**src/rtl/bwt_occ_req_arbiter_pkg.sv**
```systemverilog
// Shared constants for the BWT occurrence-memory request arbiter.
// Source encodings and default widths are aligned with the SMEM READ_NUM_WIDTH.
package bwt_occ_req_arbiter_pkg;

  localparam logic SRC_FWD = 1'b0;
  localparam logic SRC_BCK = 1'b1;

  localparam int READ_NUM_WIDTH = 6;
  localparam int BWT_RN_W       = READ_NUM_WIDTH;
  localparam int BWT_ADDR_W     = 42;

  localparam int ARB_DEPTH   = 4;
  localparam int ARB_SKID    = 2;
  localparam int ARB_MAX_OUT = 8;

  function automatic logic other_src(input logic src);
    return ~src;
  endfunction

endpackage

```
**src/rtl/arb_sync_fifo.sv**
```systemverilog
// Synchronous FIFO with occupancy count; a push on a full FIFO is ignored even
// when a pop happens on the same edge (full is judged before the pop).
module arb_sync_fifo #(
  parameter int WIDTH = 8,
  parameter int DEPTH = 4,
  localparam int AW = $clog2(DEPTH)
) (
  input  logic             clk,
  input  logic             rst,
  input  logic             push_i,
  input  logic [WIDTH-1:0] push_data_i,
  input  logic             pop_i,
  output logic             full_o,
  output logic             empty_o,
  output logic [AW:0]      count_o,
  output logic [WIDTH-1:0] head_o
);

  logic [WIDTH-1:0] mem_q [DEPTH];
  logic [AW-1:0]    wr_ptr_q, wr_ptr_d;
  logic [AW-1:0]    rd_ptr_q, rd_ptr_d;
  logic [AW:0]      count_q, count_d;
  logic             push_ok;
  logic             pop_ok;

  assign full_o  = (count_q == (AW+1)'(DEPTH));
  assign empty_o = (count_q == '0);
  assign count_o = count_q;
  assign head_o  = mem_q[rd_ptr_q];

  assign push_ok = push_i && !full_o;
  assign pop_ok  = pop_i && !empty_o;

  always_comb begin
    wr_ptr_d = wr_ptr_q;
    rd_ptr_d = rd_ptr_q;
    count_d  = count_q;
    if (push_ok) wr_ptr_d = wr_ptr_q + AW'(1);
    if (pop_ok)  rd_ptr_d = rd_ptr_q + AW'(1);
    case ({push_ok, pop_ok})
      2'b10:   count_d = count_q + (AW+1)'(1);
      2'b01:   count_d = count_q - (AW+1)'(1);
      default: count_d = count_q;
    endcase
  end

  always_ff @(posedge clk) begin
    if (!rst) begin
      wr_ptr_q <= '0;
      rd_ptr_q <= '0;
      count_q  <= '0;
    end else begin
      wr_ptr_q <= wr_ptr_d;
      rd_ptr_q <= rd_ptr_d;
      count_q  <= count_d;
    end
  end

  // Storage needs no reset: stale entries are unreachable once pointers clear.
  always_ff @(posedge clk) begin
    if (push_ok) mem_q[wr_ptr_q] <= push_data_i;
  end

endmodule

```
**src/rtl/bwt_occ_req_arbiter.sv**
```systemverilog
// Round-robin arbiter sharing the BWT occ-memory request channel between the
// forward and backward SMEM datapaths. Define BWT_ARB_PERF_EN for perf counters.
module bwt_occ_req_arbiter
  import bwt_occ_req_arbiter_pkg::*;
#(
  parameter int DEPTH   = ARB_DEPTH,
  parameter int SKID    = ARB_SKID,
  parameter int MAX_OUT = ARB_MAX_OUT,
  parameter int ADDR_W  = BWT_ADDR_W,
  parameter int RN_W    = BWT_RN_W
) (
  input  logic              clk,
  input  logic              rst,
  input  logic              fwd_req_valid,
  input  logic [RN_W-1:0]   fwd_read_num,
  input  logic [ADDR_W-1:0] fwd_addr_k,
  input  logic [ADDR_W-1:0] fwd_addr_l,
  input  logic              bck_req_valid,
  input  logic [RN_W-1:0]   bck_read_num,
  input  logic [ADDR_W-1:0] bck_addr_k,
  input  logic [ADDR_W-1:0] bck_addr_l,
  output logic              mem_req_valid,
  input  logic              mem_req_ready,
  output logic [ADDR_W-1:0] mem_req_addr_k,
  output logic [ADDR_W-1:0] mem_req_addr_l,
  input  logic              mem_rsp_valid,
  output logic              rsp_src,
  output logic [RN_W-1:0]   rsp_read_num,
  output logic              stall,
  output logic              overflow_err
`ifdef BWT_ARB_PERF_EN
  ,
  output logic [31:0]       perf_fwd_grants,
  output logic [31:0]       perf_bck_grants,
  output logic [31:0]       perf_stall_cycles
`endif
);

  localparam int DW = RN_W + 2 * ADDR_W;
  localparam int CW = $clog2(DEPTH) + 1;
  localparam int OW = $clog2(MAX_OUT) + 1;
  localparam int TW = RN_W + 1;

  logic          fwd_push, fwd_pop, fwd_full, fwd_empty;
  logic [CW-1:0] fwd_cnt;
  logic [DW-1:0] fwd_head;
  logic          bck_push, bck_pop, bck_full, bck_empty;
  logic [CW-1:0] bck_cnt;
  logic [DW-1:0] bck_head;
  logic          tag_push, tag_pop, tag_full, tag_empty;
  logic [OW-1:0] tag_cnt;
  logic [TW-1:0] tag_head;
  logic [TW-1:0] tag_data;

  logic          sel_src;
  logic [DW-1:0] sel_head;
  logic          handshake;
  logic          tag_cnt_unused;

  logic [OW-1:0] out_cnt_q, out_cnt_d;
  logic          lock_q, lock_d;
  logic          lock_src_q, lock_src_d;
  logic          rr_q, rr_d;
  logic          stall_q, stall_d;
  logic          ovf_q, ovf_d;

  assign fwd_push = fwd_req_valid && !fwd_full;
  assign bck_push = bck_req_valid && !bck_full;

  arb_sync_fifo #(.WIDTH(DW), .DEPTH(DEPTH)) u_fwd_fifo (
    .clk         (clk),
    .rst         (rst),
    .push_i      (fwd_push),
    .push_data_i ({fwd_read_num, fwd_addr_k, fwd_addr_l}),
    .pop_i       (fwd_pop),
    .full_o      (fwd_full),
    .empty_o     (fwd_empty),
    .count_o     (fwd_cnt),
    .head_o      (fwd_head)
  );

  arb_sync_fifo #(.WIDTH(DW), .DEPTH(DEPTH)) u_bck_fifo (
    .clk         (clk),
    .rst         (rst),
    .push_i      (bck_push),
    .push_data_i ({bck_read_num, bck_addr_k, bck_addr_l}),
    .pop_i       (bck_pop),
    .full_o      (bck_full),
    .empty_o     (bck_empty),
    .count_o     (bck_cnt),
    .head_o      (bck_head)
  );

  // Tag FIFO records {src, read_num} per issued request; memory answers in order.
  arb_sync_fifo #(.WIDTH(TW), .DEPTH(MAX_OUT)) u_tag_fifo (
    .clk         (clk),
    .rst         (rst),
    .push_i      (tag_push),
    .push_data_i (tag_data),
    .pop_i       (tag_pop),
    .full_o      (tag_full),
    .empty_o     (tag_empty),
    .count_o     (tag_cnt),
    .head_o      (tag_head)
  );

  // Occupancy is tracked by out_cnt_q; the tag FIFO count is redundant here.
  assign tag_cnt_unused = ^tag_cnt;

  always_comb begin
    sel_src = rr_q;
    if (lock_q) begin
      sel_src = lock_src_q;
    end else if (!fwd_empty && !bck_empty) begin
      sel_src = rr_q;
    end else if (!fwd_empty) begin
      sel_src = SRC_FWD;
    end else begin
      sel_src = SRC_BCK;
    end
  end

  assign sel_head       = (sel_src == SRC_BCK) ? bck_head : fwd_head;
  assign mem_req_valid  = (!fwd_empty || !bck_empty) && (out_cnt_q < OW'(MAX_OUT));
  assign mem_req_addr_k = sel_head[2*ADDR_W-1:ADDR_W];
  assign mem_req_addr_l = sel_head[ADDR_W-1:0];
  assign handshake      = mem_req_valid && mem_req_ready;

  assign fwd_pop  = handshake && (sel_src == SRC_FWD);
  assign bck_pop  = handshake && (sel_src == SRC_BCK);
  assign tag_push = handshake;
  assign tag_data = {sel_src, sel_head[DW-1:2*ADDR_W]};
  assign tag_pop  = mem_rsp_valid && !tag_empty;

  assign rsp_src      = tag_pop ? tag_head[TW-1] : 1'b0;
  assign rsp_read_num = tag_pop ? tag_head[RN_W-1:0] : '0;
  assign stall        = stall_q;
  assign overflow_err = ovf_q;

  always_comb begin
    out_cnt_d  = out_cnt_q;
    lock_d     = lock_q;
    lock_src_d = lock_src_q;
    rr_d       = rr_q;
    stall_d    = 1'b0;
    ovf_d      = ovf_q;

    case ({handshake, tag_pop})
      2'b10:   out_cnt_d = out_cnt_q + OW'(1);
      2'b01:   out_cnt_d = out_cnt_q - OW'(1);
      default: out_cnt_d = out_cnt_q;
    endcase

    // A presented-but-refused request freezes source and data until accepted.
    if (handshake) begin
      lock_d = 1'b0;
      rr_d   = other_src(sel_src);
    end else if (mem_req_valid) begin
      lock_d     = 1'b1;
      lock_src_d = sel_src;
    end

    stall_d = (fwd_cnt >= CW'(DEPTH - SKID)) ||
              (bck_cnt >= CW'(DEPTH - SKID)) ||
              (out_cnt_q >= OW'(MAX_OUT - 1));

    if ((fwd_req_valid && fwd_full) || (bck_req_valid && bck_full) ||
        (mem_rsp_valid && tag_empty) || (tag_push && tag_full)) begin
      ovf_d = 1'b1;
    end
  end

  always_ff @(posedge clk) begin
    if (!rst) begin
      out_cnt_q  <= '0;
      lock_q     <= 1'b0;
      lock_src_q <= SRC_FWD;
      rr_q       <= SRC_FWD;
      stall_q    <= 1'b0;
      ovf_q      <= 1'b0;
    end else begin
      out_cnt_q  <= out_cnt_d;
      lock_q     <= lock_d;
      lock_src_q <= lock_src_d;
      rr_q       <= rr_d;
      stall_q    <= stall_d;
      ovf_q      <= ovf_d;
    end
  end

`ifdef BWT_ARB_PERF_EN
  logic [31:0] perf_fwd_q, perf_fwd_d;
  logic [31:0] perf_bck_q, perf_bck_d;
  logic [31:0] perf_stall_q, perf_stall_d;

  always_comb begin
    perf_fwd_d   = perf_fwd_q;
    perf_bck_d   = perf_bck_q;
    perf_stall_d = perf_stall_q;
    if (fwd_pop) perf_fwd_d   = perf_fwd_q + 32'd1;
    if (bck_pop) perf_bck_d   = perf_bck_q + 32'd1;
    if (stall_q) perf_stall_d = perf_stall_q + 32'd1;
  end

  always_ff @(posedge clk) begin
    if (!rst) begin
      perf_fwd_q   <= '0;
      perf_bck_q   <= '0;
      perf_stall_q <= '0;
    end else begin
      perf_fwd_q   <= perf_fwd_d;
      perf_bck_q   <= perf_bck_d;
      perf_stall_q <= perf_stall_d;
    end
  end

  assign perf_fwd_grants   = perf_fwd_q;
  assign perf_bck_grants   = perf_bck_q;
  assign perf_stall_cycles = perf_stall_q;
`endif

endmodule

```
**config.mk**
```make
export PLATFORM = sky130hd
export DESIGN_NAME = bwt_occ_req_arbiter
export DESIGN_NICKNAME = d
export VERILOG_FILES = /design/src/rtl/bwt_occ_req_arbiter_pkg.sv /design/src/rtl/arb_sync_fifo.sv /design/src/rtl/bwt_occ_req_arbiter.sv
export SDC_FILE = /design/constraint.sdc
export NUM_CORES = 1
export LEC_CHECK = 0
export ABC_AREA = 1
export BUFFER_PORTS_ARGS = -buffer_cell sky130_fd_sc_hd__buf_4
export CAP_MARGIN = 20
export CORE_ASPECT_RATIO = 1.5
export CORE_MARGIN = 2
export CORE_UTILIZATION = 45
export CTS_BUF_LIST = sky130_fd_sc_hd__clkbuf_4 sky130_fd_sc_hd__clkbuf_8
export DETAILED_ROUTE_END_ITERATION = 8
export MAX_ROUTING_LAYER = met4
export PLACE_DENSITY = 0.66
export SLEW_MARGIN = 40
export SYNTH_ARGS = -nofsm -noshare
export SYNTH_HDL_FRONTEND = slang
export SYNTH_SLANG_ARGS = --single-unit
```
**constraint.sdc**
```tcl
create_clock -name clk -period 10.04 [get_ports clk]
set_clock_uncertainty 0.05 [all_clocks]
set_input_delay 1.004 -clock clk [delete_from_list [all_inputs] [get_ports clk]]
set_output_delay 1.004 -clock clk [all_outputs]
set_load 0.02 [all_outputs]
```
== After elaboration in Yosys (flattened, before gate mapping) ==
Memories as Yosys holds them, arrays and structs flattened. A register that Yosys moved wholly into a read port is not among the register bits.
Cells that the tools add are included.
W data, S select, Z words.

* $add $sub $neg: 14
* Multiply operators: 0
* Divide/modulo/power cells: 0
* $lt $le $gt $ge: 4
* Equality and inequality tests: 11
* Shift operators: 0
* Mux-type cells: 22
* Bitwise operators: 3
* Reduce and logical (&&, ||, !) cells: 39

{| class="wikitable"
|+ Operators with widths
! cell !! count
|-
| $mux W90 || 1
|-
| $logic_and A1 B1 Y1 || 18
|-
| $pmux W4 S2 || 2
|-
| $add A3 B1 Y3 const B || 4
|-
| $pmux W3 S2 || 2
|-
| $mux W1 || 10
|-
| $add A2 B1 Y2 const B || 4
|-
| $add A4 B1 Y4 const B || 2
|-
| $eq A2 B1 Y1 const B || 4
|-
| $eq A2 B2 Y1 const B || 4
|-
| $mux W2 || 4
|-
| $reduce_bool A2 Y1 || 4
|-
| $sub A4 B1 Y4 const B || 2
|-
| $eq A3 B3 Y1 const B || 2
|-
| $ge A3 B2 Y1 const B || 2
|-
| $logic_not A1 Y1 || 6
|-
| $logic_not A3 Y1 || 2
|-
| $logic_or A1 B1 Y1 || 6
|-
| $mux W3 || 2
|-
| $mux W6 || 1
|-
| $sub A3 B1 Y3 const B || 2
|-
| $eq A4 B4 Y1 const B || 1
|-
| $ge A4 B3 Y1 const B || 1
|-
| $logic_not A4 Y1 || 1
|-
| 4 further kinds || 6
|}

* Bits in registers: 33
* Bits in latches: 0
* Memory bits (writable): 776
* Memory bits (read-only): 0
* Input bits: 186
* Output and inout port bits: 94
* Word-level logic and storage cells: 111
* Memories: 3

{| class="wikitable"
|+ Memories
! memory !! depth !! bits a word !! read ports !! clocked after Yosys merged registers in !! wr ports !! RTL line !! text
|-
| u_bck_fifo.mem_q || 4 || 90 || 1 || 1 || 1 || arb_sync_fifo.sv:19 || <nowiki>logic [WIDTH-1:0] mem_q [DEPTH];</nowiki>
|-
| u_fwd_fifo.mem_q || 4 || 90 || 1 || 1 || 1 || arb_sync_fifo.sv:19 ||
|-
| u_tag_fifo.mem_q || 8 || 7 || 1 || 1 || 1 || arb_sync_fifo.sv:19 ||
|}

== Logic depth before layout (Yosys ltp) ==
Gate-level depths: netlist of run 1.

* Depth after elaboration: 10
* Depth in mapped cells: 15
* Gate-level depth less buffers: 15

== Modules after synthesis ==
A second synthesis of run 1 with hierarchy kept.

* Cell total of the unflattened synthesis: 2,605
* Area, all modules: 32,824.0 um2

{| class="wikitable"
|+ Modules (own cells, without submodules)
! module !! instances !! cells an instance !! area an instance (um2) !! sequential area each (um2)
|-
| arb_sync_fifo at u_bck_fifo ... || 2 || 940 || 13,764.5 || 10,990.5
|-
| arb_sync_fifo at u_tag_fifo || 1 || 255 || 2,920.3 || 1,941.9
|-
| bwt_occ_req_arbiter || 1 || 470 || 2,374.8 || 180.2
|}

== Worst setup path before layout of run 1 ==
No wires, ideal clock.

* Path kind: input to register
* Start point: in bck_req_valid
* End point: mem u_bck_fifo.mem_q[0][0] (netlist name) (enable)
* Arrival: 4.927 ns
* Required time: 9.450 ns
* Slack: 4.524 ns
* Cell stages on the path: 2
* Path buffers: 0
* Path through: nand2_1 > nor2_1

* Cells in the longest elaborated chain, start to end: 4

{| class="wikitable"
|+ RTL lines
! what !! RTL line !! text
|-
| start: declaration || bwt_occ_req_arbiter.sv:18 || <nowiki>input logic bck_req_valid,</nowiki>
|-
| $logic_and A1 B1 Y1 || bwt_occ_req_arbiter.sv:68 || <nowiki>assign bck_push = bck_req_valid && !bck_full;</nowiki>
|-
| $logic_and A1 B1 Y1 || arb_sync_fifo.sv:31 || <nowiki>assign push_ok = push_i && !full_o;</nowiki>
|-
| $mux W1 || arb_sync_fifo.sv:61 || <nowiki>if (push_ok) mem_q[wr_ptr_q] <= push_data_i;</nowiki>
|-
| $mux W1 (implied by the code) || arb_sync_fifo.sv:61 ||
|-
| end: declaration || arb_sync_fifo.sv:19 ||
|}

No other way between the ends.

== Worst setup path after layout of run 1 ==
* Start point: reg u_bck_fifo.count_q[2] (netlist: u_bck_fifo.count_o[2])
* End point: out mem_req_addr_k[30]

* Cells in the longest elaborated chain, start to end: 6

{| class="wikitable"
|+ RTL lines
! what !! RTL line !! text
|-
| start: declaration || arb_sync_fifo.sv:22 || <nowiki>logic [AW:0] count_q, count_d;</nowiki>
|-
| start signal: assignment || arb_sync_fifo.sv:55 || <nowiki>count_q <= count_d;</nowiki>
|-
| $logic_not A3 Y1 || arb_sync_fifo.sv:27 || <nowiki>assign empty_o = (count_q == '0);</nowiki>
|-
| $logic_not A1 Y1 || bwt_occ_req_arbiter.sv:114 || <nowiki>end else if (!fwd_empty && !bck_empty) begin</nowiki>
|-
| $logic_and A1 B1 Y1 || bwt_occ_req_arbiter.sv:114 ||
|-
| $mux W1 || bwt_occ_req_arbiter.sv:114 ||
|-
| $mux W1 || bwt_occ_req_arbiter.sv:112 || <nowiki>if (lock_q) begin</nowiki>
|-
| $mux W90 || bwt_occ_req_arbiter.sv:123 || <nowiki>assign sel_head = (sel_src == SRC_BCK) ? bck_head : fwd_head;</nowiki>
|-
| end: declaration || bwt_occ_req_arbiter.sv:24 || <nowiki>output logic [ADDR_W-1:0] mem_req_addr_k,</nowiki>
|}

No other way between the ends.

==> results of run 1 <==
-- metal layers --
| metal | share of wire, % | GRT usage (%) |
|---|---|---|
| met1 | 38 | 24.90 |
| met2 | 52 | 38.62 |
| met4 | 3.4 | 10.03 |
| met5 | 0 | - |
| met3 | 6.3 | 4.525 |
-- sequential cells by signal, summed over array words and instances (netlist names), 3 cells and up, named ones only --
signal / flops
u_tag_fifo.rd_ptr_q: 3
u_tag_fifo.wr_ptr_q: 3
out_cnt_q: 4
u_fwd_fifo.count_o: 3
u_bck_fifo.mem_q: 360
u_fwd_fifo.mem_q: 360
u_tag_fifo.count_o: 4
u_tag_fifo.mem_q: 56
u_bck_fifo.count_o: 3
-- area by class of cell --
type / count / share of cell area [%]
timing repair buffer: 312 / 6.699
tap: 922 / 3.072
clock inverter: 61 / 1.173
multi-input combinational: 1456 / 18.88
antenna: 17 / 0.1133
clock buffer: 162 / 5.320
sequential: 816 / 64.21
inverter: 50 / 0.5330
-- power groups by stage --
stage	Combinational [mW]	Clock, mW	Sequential (mW)
after floorplan	2.02	0	4.19
after global placement	2.64	0	4.23
after detailed placement	2.74	0	4.22
after CTS	2.75	2.75	4.14
after global routing	2.96	2.90	4.16
final	2.71	2.70	4.14
-- per-stage QoR --
stage	instances	hold WS, ns	total power [mW]
final	3796	0.3786	9.550
after floorplan	2556	0.3622	6.212
after global placement	3547	0.3843	6.872
after CTS	3777	0.3080	9.646
after detailed placement	3554	0.4090	6.956
after global routing	3796	0.3516	10.03
-- synthesized netlist by cell type, drive strengths merged --
cell	count	share of area [%]
nor4	1	0.019
nand2	309	3.6
o221ai	1	0.027
or2	1	0.019
o32ai	180	4.8
buf	172	3.5
dfxtp	40	2.4
a21oi	29	0.44
a31oi	8	0.15
xor2	8	0.21
xnor2	1	0.027
nor3	1	0.015
nor2	636	7.3
ha	18	0.69
fa	2	0.12
nand4	4	0.077
nand3	14	0.24
clkinv	1	0.011
o21ai	242	3.7
edfxtp	776	71
o22ai	1	0.019
inv	49	0.59
clkbuf	62	0.71
-- final timing paths --
| check | start | end | slack, ns |
|---|---|---|---|
| hold reg to reg | u_tag_fifo.rd_ptr_q[2] | flip-flop | 0.42 |
| setup / recovery | u_bck_fifo.count_o[2] | mem_req_addr_k[30] | 5.10 |
| hold / removal | bck_addr_l[6] | u_bck_fifo.mem_q[2][6] | 0.38 |
| setup reg to reg | u_fwd_fifo.count_o[2] | u_fwd_fifo.count_o[2] | 6.54 |
-- cells in the final DEF, fill, tap and decap left out, types with 17 or more instances in the layout --
master / count
buf_4: 290
edfxtp_1: 776
ha_1: 18
clkinv_1: 34
o32ai_1: 180
diode_2: 17
nor2_1: 627
clkbuf_4: 37
o21ai_0: 241
a21oi_1: 29
clkbuf_8: 125
inv_1: 39
nand2_1: 305
dfxtp_1: 36
-- worst register-to-register path: cells and delay by family (launching register included) --
kind / cells / cell delay, ns
AOI/OAI and AO/OA: 5 / 0.63
adders and majority gates: 2 / 0.52
buffers and inverters: 4 / 0.93
DFF: 1 / 0.38
and+or+nand+nor: 3 / 0.86
-- kinds of logic after synthesis --
group / count (synthesis)
xor gates and xnor gates: 9
DFF: 816
buffers and inverters: 284
AOI/OAI and AO/OA: 461
adders and majority gates: 20
and+or+nand+nor: 966
==> results by stage, run 1 <==
Clocking:
- The cell chosen for the clock root is clkbuf_8.
- The TritonCTS clock tree is done.
- The number of levels the H-tree was split into is 3.
- After clock tree synthesis, the flow added hold-fix buffers numbering 0.
- The clock reaches the later pin of the worst-skew pair after roughly 0.77 ns.
- The number of clock buffers added by TritonCTS is 120.
- The register clock-pin slew on the reported worst setup and hold paths is 0.07 ns.
- The number of post-CTS setup repair buffers is 0.
- Clock tree synthesis found a total of 816 sinks.
- The clock passes through at most 3 buffers.
- After clock tree synthesis, the repair step resized 0 gates.

Layout:
- The post-route standard cell area excluding fillers is around 0.038 sq mm.
- The number of filler cells placed in the layout is 6041.
- The final layout net count is 2962.
- Compared with the post-synthesis result, the final layout area differs by 14.89%.
- The share of the core filled with cells is 52.01%.
- The total area of sequential cells is 0.02412 sq mm.
- Of the cells placed in the final design, the portion with a size suffix greater than 1 is 18.62%.
- Summing all multi-input logic gate instances after layout gives about 0.0071 sq mm.

Yosys:
- The warning count from the yosys run is 0.
- The area of the mapped netlist is 0.03269 sq mm.
- After synthesis, the largest family of logic cells by area is simple AND/OR/NAND/NOR gates.
- The share of synthesized cell area in and, or, nand and nor gates is 11.26%.
- The mean instance size in the synthesized netlist is 12.79 sq um.
- The flip-flop and latch count after synthesis is 816.
- After synthesis, flip-flops and latches occupy 73.73% of the total area.
- The unique cell type count in the Yosys netlist is 33.
- Summing the areas of all xor and xnor instances in the mapped netlist gives less than 1% of the synthesized area.
- The post-synthesis share of cell area spent on full adders, half adders and majority gates is 0.8114%.
- The gate count of the mapped netlist is 2556.
- Summing the areas of all compound-gate instances in the mapped netlist gives 9.171% of the synthesized area.
- The mux contribution to synthesized area is 0%.
- The post-synthesis net count is 2762.

Place:
- Once detailed placement completed, the half-perimeter wirelength came to 48880 um.
- Buffers placed on the I/O ports in this run total about 280.
- The final RePlAce weighted congestion is around 0.80.
- After detailed placement, the total cell area comes to between 0.03 and 0.04 sq mm.
- The worst-case setup slack after placement is 5.805 ns.

Floorplan:
- The total I/O pin count is 280.
- Measured along the x axis, the die boundary spans 224.1 um.
- The die boundary height is 334.1 um.
- The region available for standard cell placement spans 0.07222 sq mm.
- The number of placement rows is 121.
- Once the floorplan was initialized, standard cells occupied a little under half of the core.
- The floorplan step defined a die boundary enclosing 0.07486 sq mm.

Drt:
- Wires add up to 81690 um.
- The detail route stage leaves a number of antenna-violating nets equal to 0.
- The via count is 20720.
- In the routed layout, each cell is associated on average with a via count of 5.458.
- The number of iterations in the first detailed-routing pass is 5.
- The initial DRC count is approximately 1500.
- The remaining routing DRC violations is 0.
- The routed length per instance is approximately 22 um.

Setup path:
- The number of buffer and inverter instances along the worst setup path is 4.
- The worst setup path is captured at an output port.
- Of all nets on the critical path, the largest fanout is 52.
- The critical path goes through inv_2 > nand3_2 > nand2_1 > nand2_1 > nand2_4 > inv_4 > buf_4 > nand2_1 > nand2_1 > buf_4.
- STA classifies the critical path startpoint as a flip-flop.
- The kind of cell adding the most delay to the critical path is buffers and inverters.
- For this run, the slowest stage of the critical path takes 0.73 ns.
- The cell with the largest stage delay on the worst path is buf_4.
- Data on the critical path is required at its endpoint by between 8 and 9 ns.
- The critical path crosses 10 cells after its start point.
- The most used cell along the critical path is nand2_1.
- STA puts the critical path data arrival time at 3.89 ns.
- The class of the most critical setup path is flip-flop to output port.
- The worst register-to-register path has a depth of 14.

STA:
- The final critical path takes up 49.24% of the cycle.
- The highest attainable clock frequency is 202.3 MHz.
- Setup violations remaining at the end of the flow were counted as 0.
- The final worst-path setup slack is 5.096 ns.
- Setup repair after global routing left no endpoint under its margin.
- Summed over all failing endpoints, the final setup total negative slack is 0 ns.
- After layout, the minimum clock period comes to 4.944 ns.
- The worst slew slack as a fraction of its limit is between 40% and 50%.
- At the pin with the least slew margin, the transition time is 0.8107 ns.
- The final count of hold timing violations came to 0.
- The final-report max-slew violation count came to 0.

Status:
- The run finished with clean final reports.

GRT:
- Entering global routing, the biggest net connects 101 pins.
- The global-route congestion overflow total is 0.
- The number of global-route vias before repair is 21300.
- The first global-routing pass estimated approximately 120000 um of wire.
- The number of antenna violations at the first check in global routing is 17.
- The overall track demand over capacity in global routing is roughly 22%.

Power:
- The internal power of the cells totals 6.340 mW.
- The relative contribution of combinational cells to total power is 28.4%.
- The switching power as a share of total power is 33.61%.
- Dividing total power by cell area gives a power density of 254.3 mW/mm^2.
- The net switching power is 3.210 mW.
- IR analysis of the VDD net gives a maximum drop of 0.1595 mV.
- The proportion of power drawn by the clock network is 28.2%.
- The share of total power dissipated in sequential elements is 43.4%.
- In this run the static leakage power is 13.41 nW.

Job:
- The tool flagged a number of max-cap violations equal to 0.

Worst hold path:
- The hold path depth is 1.
- The class of the most critical hold timing path is input pin to flip-flop.
Power figures use the tool's default switching activity.
==> run 2, diff against run 1 <==
==> constraint.sdc (replaced) <==
create_clock -name clk -period 4.65 [get_ports clk]
set_clock_uncertainty 0.05 [all_clocks]
set_input_delay 0.465 -clock clk [delete_from_list [all_inputs] [get_ports clk]]
set_output_delay 0.465 -clock clk [all_outputs]
set_load 0.02 [all_outputs]
==> results by stage, run 2 (same netlist as run 1, synthesis figures left out) <==
Status:
- The flow ran to the end, and the final reports show no timing, DRC or antenna violations.

Place:
- The final RePlAce weighted congestion is 0.8023.
- Once detailed placement completed, the half-perimeter wirelength came to 48720 um.
- Buffers placed on the I/O ports in this run total approximately 280.

STA:
- Setup violations remaining at the end of the flow were counted as 0.
- Setup repair after global routing left no endpoint under its margin.
- The highest attainable clock frequency is 270.1 MHz.
- At the pin with the least slew margin, the transition time is 0.7827 ns.
- The final count of hold timing violations is 0.
- The post-layout minimum cycle time is 3.703 ns.
- For the final routed database, the setup TNS stands at 0 ns.
- The final-report max-slew violation count was 0.
- The post-route clock period utilization is between 70% and 80%.
- Headroom to the max-slew limit came out at 47.70%.

Power:
- Power spread over the standard cell area amounts to 520.9 mW/mm^2.
- IR analysis of the VDD net gives a maximum drop of 0.4292 mV.
- The cell leakage power is 14.09 nW.

Layout:
- The share of the core filled with cells is 54.30%.
- The leading cell type in the layout, fill and taps excluded is edfxtp_1.
- The area growth from synthesis to layout is 19.95%.
- After the last flow step, the layout net total stands at 3146.
- In the final layout, the share of cells above drive strength 1 is roughly 17%.
- The largest registers in the layout are u_bck_fifo.mem_q x360, u_fwd_fifo.mem_q x360, u_tag_fifo.mem_q x56.
- In the layout the commonest cells are edfxtp_1, nor2_1, buf_4.

Clocking:
- The TritonCTS clock tree is done.
- The count of instances resized after the clock tree is built is 0.
- TritonCTS created 115 clock buffers.
- The number of sinks handled by clock tree synthesis is 816.
- The cell chosen for the clock root is clkbuf_8.
- The H-tree generated during clock tree synthesis spans 3 levels.
- In this run the deepest clock path goes through 3 buffers.
- The register clock-pin slew on the reported worst setup and hold paths is 0.07 ns.
- At the later pin of the worst-skew pair, clock insertion delay measures 0.73 ns.

Floorplan:
- The floorplan has approximately 120 rows.
- The die boundary height is 334.1 um.
- The die covers 0.07486 sq mm.
- From left edge to right edge, the die measures about 220 um.
- In this run the count of I/O pins placed on the die edge is 280.
- The starting utilization of the core area is 45.27%.
- The total area inside the core boundary comes to 0.07222 sq mm.

GRT:
- The largest net degree at the start of global routing is 108.
- The number of global-route vias before repair was 22280.
- The global routing met2 resource utilization is 38.14%.
- The number of antenna violations at the first check in global routing is 15.
- The met1 track demand over resource is between 20% and 30%.
- In the global route stage, overall resource usage came out at 22.21%.
- Global routing used 3.980% of the available met3 tracks.
- Global routing finished with a remaining overflow of 0.
- The layer flagged by global routing as most heavily used is met2.
- The first global-routing pass estimated 123300 um of wire.

Drt:
- The remaining antenna violation count after routing is 0.
- The via count is 21510.
- The routed wire length is 81360 um.
- Dividing the detail-routed wire length by the instance count gives slightly above 20 um.
- The first routing iteration left between 1500 and 2000 violations.
- The first TritonRoute pass finished after 6 iterations.
- For this run, design rule violations remaining after detail routing come to 0.
- The average vias per placed instance is 5.408.

Setup path:
- The arrival time at the worst endpoint is ~3.2 ns.
- The worst setup path is captured at an output port.
- The worst-path maximum fanout is around 110.
- The data required time of the critical path is 4.14 ns.
- The worst setup path is of the flip-flop to output port kind.
- The critical register-to-register path startpoint is u_bck_fifo.count_o[1].
- The worst setup path is launched from a flip-flop.

Worst hold path:
- In this run the most critical hold path is launched from mem_rsp_valid.
- The class of the most critical hold timing path is input pin to flip-flop.

Job:
- Max-cap violations in this run came to 0.
## run 2: cell count changes in the layout (fill, tap and decap cells not counted), sizes merged
cell	change
dlygate4sd3	+182
clkbuf	-18
clkinv	+8
buf	+7
bufinv	-2
clkinvlp	+2
diode	+1
inv	+1
## run 2: timing repair
| action | CTS | global route |
|---|---|---|
| hold buffers | 182 | 0 |
| setup buffers | 0 | 0 |
| hold endpoints to repair | 725 | 0 |
## run 2: power by group
group | total (mW) | internal, mW | switching [mW]
sequential | 8.97 | 8.72 | 0.249
combinational | 5.97 | 1.96 | 4.01
clock | 5.48 | 2.80 | 2.69
total | 20.4 | 13.5 | 6.94
## run 2: path summary, 6_finish.rpt
kind         slack [ns]  depth (start not counted)                endpoint
max                0.95                          7      mem_req_addr_k[14]
min                 0.1                          4  u_tag_fifo.rd_ptr_q[1]
min reg2reg        0.39                          1               flip-flop
max reg2reg        1.76                         16   u_bck_fifo.count_o[2]
## run 2: stage by stage
step                hold slack, ns  instance area, sq um  cells  power, mW  setup slack, ns
floorplan                   0.3622                 32690   2556      13.41          -0.3706
global placement            0.3760                 35010   3560      14.85            1.566
detailed placement          0.3970                 35060   3562      14.98            1.537
CTS                        0.01273                 39140   3958      20.60           0.7007
global route               0.09823                 39210   3974      21.40           0.7291
finish                     0.09503                 39210   3977      20.42           0.9471
## run 2: layer usage
metal	vias up	share of wire, %
li1	9938	-
met2	758	52
met3	159	6.0
met4	0	2.7
met5	-	0
met1	10650	40
## run 2: worst max-delay path, stage by stage, from the launching register on
cell	delay, ns
dfxtp_4	0.56
inv_8	0.56
buf_4	0.42
nor2_1	0.07
o32ai_1	0.36
nand2_1	0.13
nand2_1	0.09
buf_4	0.13
## run 2: area by class of cell
cell class,instances,area [sq um]
Fill cell,5940,33000
Sequential cell,816,24120
Multi-Input combinational cell,1456,7089
Timing Repair Buffer,501,4340
Clock buffer,144,1807
Tap cell,922,1154
Clock inverter,70,454.2
Inverter,50,205.2
Antenna cell,18,45.04
